===== src/rtl/core_dg_pkg.sv =====
// core_dg_pkg
//   Shared widths, packet layout and the Hamming(7,4) encoder used by the
//   transmit-side packetiser. Kept free of module-specific state so the
//   decoder side can import it for golden-model checks.
//   Codeword bit order: c0=P1 c1=P2 c2=D1 c3=P4 c4=D2 c5=D3 c6=D4.
package core_dg_pkg;

  localparam int DG_W   = 8;
  localparam int PKT_W  = 11;
  localparam int CW_W   = 7;
  localparam int IP_W   = 4;
  localparam int DATA_W = 4;

  // Router packet: | 7-bit codeword | 4-bit IP |
  typedef struct packed {
    logic [CW_W-1:0] cw;
    logic [IP_W-1:0] ip;
  } pkt_t;

  // d[0]=D1 .. d[3]=D4
  function automatic logic [CW_W-1:0] hamming74_encode(input logic [DATA_W-1:0] d);
    logic p1, p2, p4;
    p1 = d[0] ^ d[1] ^ d[3];
    p2 = d[0] ^ d[2] ^ d[3];
    p4 = d[1] ^ d[2] ^ d[3];
    return {d[3], d[2], d[1], p4, d[0], p2, p1};
  endfunction

endpackage


===== src/rtl/core_dg_fifo.sv =====
// core_dg_fifo
//   Synchronous FIFO, DEPTH entries (power of two, >= 2) of WIDTH bits.
//   Full/empty come from an occupancy counter, pointers wrap modulo DEPTH.
//   Ports:
//     clk, rst_n      clock, synchronous active-low reset (empties FIFO)
//     push, din       write request and data (ignored when full)
//     pop             read request (ignored when empty)
//     full, empty     status, registered-state only
//     head            oldest entry, valid while !empty
module core_dg_fifo #(
  parameter int WIDTH = 11,
  parameter int DEPTH = 2
) (
  input  logic             clk,
  input  logic             rst_n,
  input  logic             push,
  input  logic [WIDTH-1:0] din,
  input  logic             pop,
  output logic             full,
  output logic             empty,
  output logic [WIDTH-1:0] head
);

  localparam int AW = (DEPTH > 1) ? $clog2(DEPTH) : 1;
  localparam int OW = $clog2(DEPTH) + 1;

  logic [WIDTH-1:0] mem [DEPTH];
  logic [AW-1:0]    wr_ptr;
  logic [AW-1:0]    rd_ptr;
  logic [OW-1:0]    occ;
  logic             do_push;
  logic             do_pop;

  assign full    = (occ == OW'(DEPTH));
  assign empty   = (occ == '0);
  assign do_push = push && !full;
  assign do_pop  = pop && !empty;
  assign head    = mem[rd_ptr];

  always_ff @(posedge clk) begin
    if (!rst_n) begin
      wr_ptr <= '0;
      rd_ptr <= '0;
      occ    <= '0;
    end else begin
      if (do_push) wr_ptr <= wr_ptr + AW'(1);
      if (do_pop)  rd_ptr <= rd_ptr + AW'(1);
      case ({do_push, do_pop})
        2'b10:   occ <= occ + OW'(1);
        2'b01:   occ <= occ - OW'(1);
        default: occ <= occ;
      endcase
    end
  end

  // Storage needs no reset: occupancy alone decides what is visible.
  always_ff @(posedge clk) begin
    if (do_push) mem[wr_ptr] <= din;
  end

endmodule


===== src/rtl/core_dg_hamming_enc.sv =====
// core_dg_hamming_enc
//   Transmit-side Hamming(7,4) packetiser. Encodes the data nibble of each
//   accepted generator word, optionally corrupts one codeword bit every
//   ERR_PERIOD-th accept, and queues the packet in an output FIFO.
//   Ports:
//     clk, rst_n            clock, synchronous active-low reset
//     dg_valid/dg_ready     generator handshake; dg_data = {data[3:0], ip[3:0]}
//     pkt_valid/pkt_ready   router handshake;    pkt_data = {cw[6:0], ip[3:0]}
//     inject_en             enable periodic single-bit corruption
//     pkt_count             packets popped, wraps at 2^16
//     err_count             packets corrupted, saturates at 255
module core_dg_hamming_enc
  import core_dg_pkg::*;
#(
  parameter int FIFO_DEPTH = 2,
  parameter int ERR_PERIOD = 8
) (
  input  logic             clk,
  input  logic             rst_n,
  input  logic             dg_valid,
  output logic             dg_ready,
  input  logic [DG_W-1:0]  dg_data,
  output logic             pkt_valid,
  input  logic             pkt_ready,
  output logic [PKT_W-1:0] pkt_data,
  input  logic             inject_en,
  output logic [15:0]      pkt_count,
  output logic [7:0]       err_count
);

  localparam int PER_W = (ERR_PERIOD > 1) ? $clog2(ERR_PERIOD) : 1;

  logic             accept;
  logic             send;
  logic             fifo_full;
  logic             fifo_empty;
  logic             period_end;
  logic             inject_hit;
  logic [CW_W-1:0]  cw_clean;
  logic [CW_W-1:0]  flip_mask;
  pkt_t             enc_pkt;
  logic [PER_W-1:0] per_cnt;
  logic [2:0]       err_pos;

  assign dg_ready   = !fifo_full;
  assign pkt_valid  = !fifo_empty;
  assign accept     = dg_valid && dg_ready;
  assign send       = pkt_valid && pkt_ready;
  assign period_end = (per_cnt == PER_W'(ERR_PERIOD - 1));
  assign inject_hit = accept && inject_en && period_end;

  always_comb begin
    cw_clean   = hamming74_encode(dg_data[7:4]);
    flip_mask  = '0;
    if (inject_hit) flip_mask = CW_W'(1) << err_pos;
    enc_pkt.cw = cw_clean ^ flip_mask;
    enc_pkt.ip = dg_data[3:0];
  end

  core_dg_fifo #(
    .WIDTH (PKT_W),
    .DEPTH (FIFO_DEPTH)
  ) u_fifo (
    .clk   (clk),
    .rst_n (rst_n),
    .push  (accept),
    .din   (enc_pkt),
    .pop   (send),
    .full  (fifo_full),
    .empty (fifo_empty),
    .head  (pkt_data)
  );

  always_ff @(posedge clk) begin
    if (!rst_n) begin
      per_cnt   <= '0;
      err_pos   <= '0;
      err_count <= '0;
      pkt_count <= '0;
    end else begin
      if (accept) per_cnt <= period_end ? '0 : per_cnt + PER_W'(1);
      if (inject_hit) begin
        err_pos <= (err_pos == 3'd6) ? '0 : err_pos + 3'd1;
        if (err_count != '1) err_count <= err_count + 8'd1;
      end
      if (send) pkt_count <= pkt_count + 16'd1;
    end
  end

endmodule

===== config.mk =====
export PLATFORM = sky130hd
export DESIGN_NAME = core_dg_hamming_enc
export DESIGN_NICKNAME = d
export VERILOG_FILES = /design/src/rtl/core_dg_pkg.sv /design/src/rtl/core_dg_fifo.sv /design/src/rtl/core_dg_hamming_enc.sv
export SDC_FILE = /design/constraint.sdc
export NUM_CORES = 1
export LEC_CHECK = 0
export ABC_AREA = 1
export CORE_MARGIN = 10
export CORE_UTILIZATION = 48
export CTS_BUF_LIST = sky130_fd_sc_hd__clkbuf_16
export DETAILED_ROUTE_END_ITERATION = 10
export PLACE_DENSITY = 0.72
export SLEW_MARGIN = 10
export SYNTH_ARGS = -nofsm -noshare
export SYNTH_HDL_FRONTEND = slang
export SYNTH_SLANG_ARGS = --single-unit

===== constraint.sdc =====
create_clock -name clk -period 3.3 [get_ports clk]
set_input_delay 0.66 -clock clk [delete_from_list [all_inputs] [get_ports clk]]
set_output_delay 0.66 -clock clk [all_outputs]
set_load 0.02 [all_outputs]

### Word-level counts from Yosys, hierarchy flattened

Memories as Yosys holds them, arrays and structs flattened. A register that Yosys moved wholly into a read port is not among the register bits.
Cells that the tools add are included.

| word-level totals | value |
|---|---|
| register bits after elaboration | 34 |
| bits in writable memories | 22 |
| output and inout port bits | 37 |
| logic and storage cells | 49 |
| memories kept | 1 |

| operators by class | value |
|---|---|
| $add $sub $neg | 8 |
| eq/ne operators | 6 |
| shift-type cells | 1 |
| multiplexer cells | 8 |
| bitwise gates (word level) | 7 |
| reduce and logical (&&, ||, !) cells | 11 |

Memories:

| memory | depth | width | read ports | clocked after memory_dff | wr ports | line | RTL |
|---|---|---|---|---|---|---|---|
| u_fifo.mem | 2 | 11 | 1 | 1 | 1 | core_dg_fifo.sv:27 | `logic [WIDTH-1:0] mem [DEPTH];` |

Operators by type and width:

| operator | number |
|---|---|
| $add 16x1->16 const B | 1 |
| $add 8x1->8 const B | 1 |
| $ne 8x8->1 const B | 1 |
| $mux 7 | 1 |
| $shl 1x3->7 const A | 1 |
| $xor 7x7->7 | 1 |
| $add 3x1->3 const B | 2 |
| $eq 3x3->1 const B | 2 |
| $logic_and 1x1->1 | 6 |
| $mux 3 | 2 |
| $xor 1x1->1 | 6 |
| $eq 2x2->1 const B | 2 |
| $mux 1 | 4 |
| $pmux 2 s2 | 1 |
| $add 1x1->1 const B | 2 |
| $add 2x1->2 const B | 1 |
| $eq 2x1->1 const B | 1 |
| $logic_not 1->1 | 2 |
| $logic_not 2->1 | 1 |
| $reduce_and 2->1 | 1 |
| $reduce_bool 2->1 | 1 |
| $sub 2x1->2 const B | 1 |

### Logic depth before layout (Yosys ltp)

| logic depth | value |
|---|---|
| depth after elaboration | 7 |
| mapped depth | 10 |

### Modules after synthesis

Synthesis repeated with hierarchy kept, for this count alone.

| unflattened totals | value |
|---|---|
| cells, all modules | 329 |
| area total of the unflattened synthesis | 2826.5 um^2 |

Modules (own cells, without submodules):

| module | times used | cells an instance | area an instance (um^2) | sequential area each (um^2) |
|---|---|---|---|---|
| core_dg_hamming_enc | 1 | 255 | 1770.4 | 600.6 |
| core_dg_fifo | 1 | 74 | 1056.0 | 760.7 |

### Worst setup path before layout

No wires, ideal clock.

| timing | value |
|---|---|
| path type | register -> output |
| start | reg (tool-made name) |
| end | out pkt_data[0] |
| arrival | 1.076 ns |
| data required time | 2.640 ns |
| slack | 1.564 ns |
| stages on the path, launching flop included | 3 |
| path buffers | 1 |
| cells stage by stage | dfxtp_1 clkbuf_1 mux2_2 |

RTL lines:

| item | line | RTL |
|---|---|---|
| to (decl) | core_dg_hamming_enc.sv:25 | `output logic [PKT_W-1:0] pkt_data,` |

==> flow_summary.ini <==
[status]
status = complete, no violations

[synth]
synthMuxAreaShare = 0.0463
synth_nets = 320
yosysMostFrequentCell = nand2_1
synth_top_family_by_area = simple AND/OR/NAND/NOR gates
synth_cells = 301
synth_top_cells_by_area = dfxtp_1, edfxtp_1, nand2_1
synth_edf_count = 22
ys_async_sr_fraction = 0
synthXorXnorAreaFrac = 0.0459
post-synth-top-area-cell = dfxtp_1
yosysWarnings = 0
ys_ff_latch = 57
synth.avg_cell_area_um2 = 8.88
synth_compound_gate_area_share = 0.0838
yosys.area_share.adder = 0.0281
yosys-top-cells-count = nand2_1, nor2_1, dfxtp_1, inv_1, edfxtp_1
yosysSeqAreaShare = 0.509
ys_types = 30
synth_ff_type = dfxtp_1
syn_area_um2 = 2670
synth_top_area_frac = 0.262
synthSimpleGateAreaFrac = 0.234

[grt]
top_usage_layer = met2
antenna_found_initial = 0
global_route.usage.met3 = 0.0634
grt_util_met1 = 0.144
grt_max_degree = 16
grt_pass1_wl_mm = 9.23
grt_pass1_vias = 2034
track_usage = 0.130
use_met2 = 0.210
grt_overflow = 0

[route]
drc = 0
via_per_inst = 4.86
ant_nets = 0
drt_first_iter_violations = 125
vias = 2126
wl_mm = 5.52
wl_per_cell_um = 12.6
firstDrtPassIters = 5

[cts]
clk_latency_ns = 0.32
cts_tree = yes
clkSinkCount = 57
cts_root_buf = clkbuf_16
htree_num_levels = 3
cts_buffers = 9
clk_pin_slew_ns = 0.04
post_cts_buffers = 0
cts_buffer_depth = 2
cts_resized = 0
postCtsHoldBufs = 0

[setup_path]
crit_type = flop to primary output
ff2ff_setup_slack_ns = 1.66
worst-endpoint-arrival_ns = 1.85
regToRegStartpoint = per_cnt[0]
path_max_fanout = 11
cp-end-kind = primary output
path_cells = mux2_2 > clkdlybuf4s50_1
worstPathRequired_ns = 2.64
reg2regPathDepth = 9
start_kind = flop
cp_slowest_cell = dfxtp_1
rr_endpoint = err_count[2]
slowest_delay_ns = 0.60

[floorplan]
fp.dieW_um = 94.6
initial_core_util = 0.491
num_io_pins = 50
die_y_um = 94.6
die_area_um2 = 8950
fp.coreArea_um2 = 5440
num_rows = 27

[cells_and_area]
diodes = 0
nets = 379
fill_cells = 478
areaGrowthSynthToFinish_pct = 31.1
final_core_util = 0.644
drive_gt1_frac = 0.0959

[job]
maxCapViolCount = 0

[timing]
finalCritPeriodShare = 0.760
final_hold_viol_count = 0
relSlewSlack = 0.691
period_minus_slack_ns = 2.51
fin_setup_tns_ns = 0
max_freq_ghz = 0.399
tightest_slew_ns = 0.463
hold_ws_ns = 0.465
fin_skew_ns = 0.00554
rsz0062_at_grt = no
setup_viol = 0
drv_slew = 0

[hold_path]
hold_path.class = flop to flop
hold_start = u_fifo.rd_ptr
whs_path_depth = 1

[place]
place_congestion = 0.833
io_buffers = 49
dp_hpwl_mm = 4.08

[pwr]
ir_drop_v = 0.000314
cellPowerDensity_nw_per_um2 = 560
p_leak_nw = 1.40
finalPower_w = 0.00196
## layout make-up
| class | instances | area, um2 | area share |
|---|---|---|---|
| clock buffer | 9 | 225 | 0.0643 |
| sequential | 57 | 1360 | 0.389 |
| timing repair buffer | 52 | 513 | 0.146 |
| tap | 72 | 90.1 | 0.0257 |
| clock inverter | 7 | 26.3 | 0.00750 |
| inverter | 31 | 116 | 0.0332 |
| multi-input combinational | 209 | 1170 | 0.334 |
## cell usage in the layout, fill, tap and decap left out, types with 2 or more instances in the layout
cell	synthesis	final
a21oi_1	20	20
buf_4	0	3
clkbuf_16	0	9
clkdlybuf4s50_1	0	49
clkinv_1	1	2
dfxtp_1	35	35
edfxtp_1	22	22
ha_1	6	6
inv_1	29	35
mux2_2	11	11
nand2_1	57	57
nand2_4	2	2
nand3_1	15	15
nor2_1	47	47
nor2_4	3	3
nor3_1	5	5
nor3b_1	3	3
o21ai_0	15	15
o21bai_2	2	2
xor2_1	14	14
## registers in the layout, indices dropped and copies added (netlist names), named ones only
register       count
u_fifo.mem        22
pkt_count         16
err_count          8
err_pos            3
per_cnt            3
u_fifo.occ         2
u_fifo.rd_ptr      1
u_fifo.wr_ptr      1
## cells by family (layout without fill, tap and decap cells)
logic type | count (synthesis) | after routing
xor gates and xnor gates | 14 | 14
AOI/OAI and AO/OA | 40 | 40
muxes | 11 | 11
adders and majority gates | 6 | 6
DFF | 57 | 57
and+or+nand+nor | 138 | 138
buffers and inverters | 35 | 99
## power by group
| group | total (W) | switching (W) | internal (W) |
|---|---|---|---|
| registers | 0.000844 | 0.0000448 | 0.000799 |
| logic | 0.000361 | 0.000191 | 0.000170 |
| clock network | 0.000756 | 0.000271 | 0.000485 |
## how the worst max path moves through the flow
stage / from / end / slack (ns) / cells past startpoint
6_report: flop / pkt_data[6] / 0.79 / 2
5_1_grt: flop / pkt_data[2] / 0.70 / 2
4_1_cts: flop / pkt_data[8] / 0.77 / 2
3_5_place_dp: pkt_ready / u_fifo.occ[1] / 1.06 / 7
3_3_place_gp: pkt_ready / u_fifo.occ[1] / 1.13 / 7
2_1_floorplan: flop / pkt_data[0] / 1.56 / 2
## per-layer routing
metal  part of all wire  vias to the layer above
li1                   -                     1108
met1               0.44                      961
met2               0.46                       50
met5                  0                        -
met3              0.094                        7
met4              0.014                        0
## metrics by stage
step	std cells	setup slack (ns)	cell area (um2)
after floorplan	301	1.56	2670
after global placement	421	1.13	3250
after detailed placement	421	1.06	3250
after CTS	437	0.765	3500
after global routing	437	0.702	3500
final	437	0.793	3500
## worst max-delay path, delay by kind of cell, from the launching register on
family                 cells  cell delay [ns]
multiplexers               1             0.40
flip-flops                 1             0.60
buffers and inverters      1             0.54
No activity file was read; power rests on OpenSTA's default activity.
